==> src/rtl/sreg_flag_unit_pkg.sv <==
// Shared definitions for the AVR status register unit: SREG bit positions,
// flag update encoding and the default reset image.
package sreg_flag_unit_pkg;

  localparam int SREG_I = 7;
  localparam int SREG_T = 6;
  localparam int SREG_H = 5;
  localparam int SREG_S = 4;
  localparam int SREG_V = 3;
  localparam int SREG_N = 2;
  localparam int SREG_Z = 1;
  localparam int SREG_C = 0;

  typedef enum logic [1:0] {
    FLAG_NONE   = 2'b00,
    FLAG_ARITH  = 2'b01,
    FLAG_LOGIC  = 2'b10,
    FLAG_INCDEC = 2'b11
  } flag_op_e;

  localparam logic [7:0] SREG_RESET_DEFAULT = 8'h00;

  // Bits each flag_op class is allowed to overwrite; I and T are never included.
  function automatic logic [7:0] flag_write_mask(input flag_op_e op);
    logic [7:0] mask;
    mask = 8'h00;
    case (op)
      FLAG_ARITH:  mask = 8'h3F;
      FLAG_LOGIC:  mask = 8'h1E;
      FLAG_INCDEC: mask = 8'h1E;
      default:     mask = 8'h00;
    endcase
    return mask;
  endfunction

endpackage

==> src/rtl/sreg_flag_calc.sv <==
// Combinational AVR flag computation from the adder's operands, result and
// carry/borrow out.
module sreg_flag_calc (
  input  logic [7:0] A,
  input  logic [7:0] B,
  input  logic [7:0] S,
  input  logic       Cout,
  input  logic       Add_n_Sub,
  input  logic       z_old,
  input  logic       chain,
  output logic       flag_h,
  output logic       flag_s,
  output logic       flag_v,
  output logic       flag_n,
  output logic       flag_z,
  output logic       flag_c
);

  always_comb begin
    flag_h = 1'b0;
    flag_v = 1'b0;
    if (Add_n_Sub) begin
      flag_h = (~A[3] & B[3]) | (B[3] & S[3]) | (S[3] & ~A[3]);
      flag_v = (A[7] & ~B[7] & ~S[7]) | (~A[7] & B[7] & S[7]);
    end else begin
      flag_h = (A[3] & B[3]) | (B[3] & ~S[3]) | (~S[3] & A[3]);
      flag_v = (A[7] & B[7] & ~S[7]) | (~A[7] & ~B[7] & S[7]);
    end
    // The adder reports "no borrow" on subtract; AVR C is the borrow itself.
    flag_c = Add_n_Sub ? ~Cout : Cout;
    flag_n = S[7];
    flag_s = flag_n ^ flag_v;
    flag_z = (S == 8'h00) & (chain ? z_old : 1'b1);
  end

endmodule

==> src/rtl/sreg_flag_unit.sv <==
// AVR SREG: flag updates from the ALU plus BSET/BCLR, I/O writes, interrupt
// entry and RETI. Define SREG_CFWD_EN to forward next-state C on c_fwd.
module sreg_flag_unit
  import sreg_flag_unit_pkg::*;
#(
  parameter logic [7:0] RESET_VALUE = SREG_RESET_DEFAULT
) (
  input  logic       clk,
  input  logic       rst,
  input  logic [7:0] A,
  input  logic [7:0] B,
  input  logic [7:0] S,
  input  logic       Cout,
  input  logic       Add_n_Sub,
  input  logic       flag_en,
  input  logic [1:0] flag_op,
  input  logic       chain,
  input  logic       bit_set,
  input  logic       bit_clr,
  input  logic [2:0] bit_idx,
  input  logic       io_we,
  input  logic [7:0] io_wdata,
  input  logic       int_ack,
  input  logic       reti,
  output logic [7:0] sreg,
  output logic       c_fwd
);

  logic [7:0] sreg_p1;
  logic [7:0] sreg_nxt;
  logic [7:0] flag_vec;
  logic [7:0] flag_mask;
  flag_op_e   op;
  logic       chain_eff;
  logic       calc_h, calc_s, calc_v, calc_n, calc_z, calc_c;

  assign op = flag_op_e'(flag_op);
  // Sticky Z only makes sense for the multi-byte arithmetic forms.
  assign chain_eff = chain & (op == FLAG_ARITH);

  sreg_flag_calc u_calc (
    .A         (A),
    .B         (B),
    .S         (S),
    .Cout      (Cout),
    .Add_n_Sub (Add_n_Sub),
    .z_old     (sreg_p1[SREG_Z]),
    .chain     (chain_eff),
    .flag_h    (calc_h),
    .flag_s    (calc_s),
    .flag_v    (calc_v),
    .flag_n    (calc_n),
    .flag_z    (calc_z),
    .flag_c    (calc_c)
  );

  always_comb begin
    flag_vec  = {2'b00, calc_h, calc_s, calc_v & (op != FLAG_LOGIC), calc_n, calc_z, calc_c};
    flag_vec[SREG_S] = calc_n ^ (calc_v & (op != FLAG_LOGIC));
    flag_mask = flag_write_mask(op);
  end

  // Stage p0 -> p1: single-winner event priority.
  always_comb begin
    sreg_nxt = sreg_p1;
    if (io_we) begin
      sreg_nxt = io_wdata;
    end else if (int_ack) begin
      sreg_nxt[SREG_I] = 1'b0;
    end else if (reti) begin
      sreg_nxt[SREG_I] = 1'b1;
    end else if (bit_clr) begin
      sreg_nxt[bit_idx] = 1'b0;
    end else if (bit_set) begin
      sreg_nxt[bit_idx] = 1'b1;
    end else if (flag_en) begin
      sreg_nxt = (sreg_p1 & ~flag_mask) | (flag_vec & flag_mask);
    end
  end

  always_ff @(posedge clk) begin
    if (rst) begin
      sreg_p1 <= RESET_VALUE;
    end else begin
      sreg_p1 <= sreg_nxt;
    end
  end

  assign sreg = sreg_p1;

`ifdef SREG_CFWD_EN
  assign c_fwd = rst ? RESET_VALUE[SREG_C] : sreg_nxt[SREG_C];
`else
  assign c_fwd = sreg_p1[SREG_C];
`endif

endmodule

==> config.mk <==
export PLATFORM = sky130hd
export DESIGN_NAME = sreg_flag_unit
export DESIGN_NICKNAME = d
export VERILOG_FILES = /design/src/rtl/sreg_flag_unit_pkg.sv /design/src/rtl/sreg_flag_calc.sv /design/src/rtl/sreg_flag_unit.sv
export SDC_FILE = /design/constraint.sdc
export NUM_CORES = 1
export LEC_CHECK = 0
export BUFFER_PORTS_ARGS = -buffer_cell sky130_fd_sc_hd__buf_2
export CORE_MARGIN = 2
export CORE_UTILIZATION = 33
export DETAILED_ROUTE_END_ITERATION = 8
export GPL_TIMING_DRIVEN = 0
export PLACE_DENSITY = 0.76
export SETUP_SLACK_MARGIN = 0.15
export SLEW_MARGIN = 20
export SYNTH_ARGS = -nofsm -noshare
export SYNTH_HDL_FRONTEND = slang
export SYNTH_HIERARCHICAL = 1
export SYNTH_SLANG_ARGS = --single-unit
==> constraint.sdc <==
create_clock -name clk -period 2.1 [get_ports clk]
set_input_delay 0.315 -clock clk [delete_from_list [all_inputs] [get_ports clk]]
set_output_delay 0.315 -clock clk [all_outputs]
set_load 0.05 [all_outputs]
==> qor.yml <==
rows: 18
drt_wl_total_um: 2550
clock-sinks: 8
clock-root-buffer: "clkbuf_4"
design_area_sq_um: 1120
die-area_sq_um: 3040
grt_pass1_wl_um: 4020
cp_max_fo: 4
setup.worst_path.start_class: "input port"
hold_slack_ns: 0.307
busiest_layer: "met2"
rsz0062_at_grt: "false"
power.density_nw_per_um2: 464
leakage_uw: 0.000492
cp.required_ns: 2.22
syn_avg_cell_area_sq_um: 7.57
drive_gt1_share_pct: 35.7
wl_per_cell_um: 13.6
antenna_found_initial: 0
portBuffers: 40
finalSetupTns_ns: 0
pin_count: 57
path_buf_inv: 1
viasPerCell: 5.72
final_nets: 207
diodes: 0
final_cells: 187
multiInputGateArea_sq_um: 622
final_antenna_net_count: 0
synthesis.area_sq_um: 863
cp_slowest_cell: "a221o_1"
num-fill-cells: 249
post_cts_buffers: 0
post_cts_resized: 0
worstHoldPathType: "in2reg"
die_h_um: 55.2
status: "completed"
clk_pin_slew_ns: 0.05
yosys_warnings: 6
gp_congestion: 0.915
grtUsageMet1_pct: 20.6
die_x_um: 55.2
path_class: "in2reg"
power_uw: 522
dp_hpwl_um: 2070
grt_use_met2_pct: 31.2
ctsHtreeMaxLevel: 1
max_freq_mhz: 655
slew_violations: 0
start_util_pct: 34.8
setup_violations: 0
finClkSkew_ns: 0
crit_arrival_ns: 1.65
worst_slew_pin_slew_ns: 0.482
clock_latency_ns: 0.26
slowest_delay_ns: 0.38
core_sq_um: 2480
grt_remaining_overflow: 0
syn_inst: 114
crit_path_frequent_cell: "xor2_1"
area_growth_pct: 30.1
hold_viol_final: 0
cts_tree: "yes"
ir_drop_v: 0.000261
maxCapViolations: 0
grt_use_total_pct: 18.5
drtIter0Drc: 36
grt_pass1_vias: 977
worstPathCellList: "buf_2 > xor2_1 > o21ai_0 > xor2_1 > a221o_1 > nand4_1 > o32ai_1"
placed_area_sq_um: 1100
clockBufferDepth: 2
slew_headroom_pct: 67.9
seq_area_sq_um: 160
post-place-cells: 184
drtPass1Iterations: 4
post-route-min-period_ns: 1.53
drc: 0
cpLargestDelayFamily: "compound AO/OA/AOI/OAI gates"
vias: 1070
met3_usage_pct: 1.88
grt_max_degree: 11
cp-end-kind: "flip-flop"
syn-num-nets: 162
fin_crit_sh_pct: 72.7
cts_buffers: 3
hold_buffers: 0
## final cells by class
type,count,area share [%]
repair buffers,40,17.8
well taps,30,3.34
plain buffers,9,5.23
inverters,6,2.00
flip-flops and latches,8,14.3
clock buffers,3,2.00
multi-input cells,91,55.3
## per-layer routing
layer	routed length, um	vias up	part of all wire [%]
met3	208	12	8.2
met4	97	0	3.8
li1	-	517	-
met5	0	-	0
met1	1040	487	41
met2	1200	54	47
## through the flow
step	setup slack (ns)	util (%)
2_1_floorplan	0.480	-
3_3_place_gp	0.360	44.4
3_5_place_dp	0.332	44.4
4_1_cts	0.594	45.4
5_1_grt	0.495	45.4
6_report	0.572	45.4
## cells in the final DEF (no fill, tap or decap), types with 3 or more instances in the layout
cell type / instances
nor3_1: 4
nand2_1: 8
xor2_1: 3
o21ai_0: 7
nand3b_1: 4
buf_2: 42
clkbuf_4: 3
a41oi_1: 3
or2_1: 3
a311oi_1: 3
nor2b_1: 4
inv_1: 6
nand2b_1: 3
dfxtp_1: 8
nor2_1: 5
a21oi_1: 8
## worst min-delay path: stages
cell     delay [ns]
buf_2          0.09
nand2_1        0.05
a21oi_1        0.05
## final timing paths
| kind | depth (start not counted) | endpoint | slack [ns] | startpoint |
|---|---|---|---|---|
| setup / recovery | 7 | flip-flop | 0.57 | Add_n_Sub |
| hold / removal | 3 | sreg[6] | 0.31 | io_wdata[6] |
| setup reg to reg | 5 | flip-flop | 0.65 | flip-flop |
| hold reg to reg | 2 | flip-flop | 0.62 | flip-flop |
## power breakdown
part | leakage, uW | switching (uW) | internal, uW
clock | 0.0000138 | 57.5 | 65.8
combinational | 0.000411 | 138 | 86.3
sequential | 0.0000663 | 10.1 | 164
total | 0.000492 | 206 | 316
No activity file was read; power rests on OpenSTA's default activity.
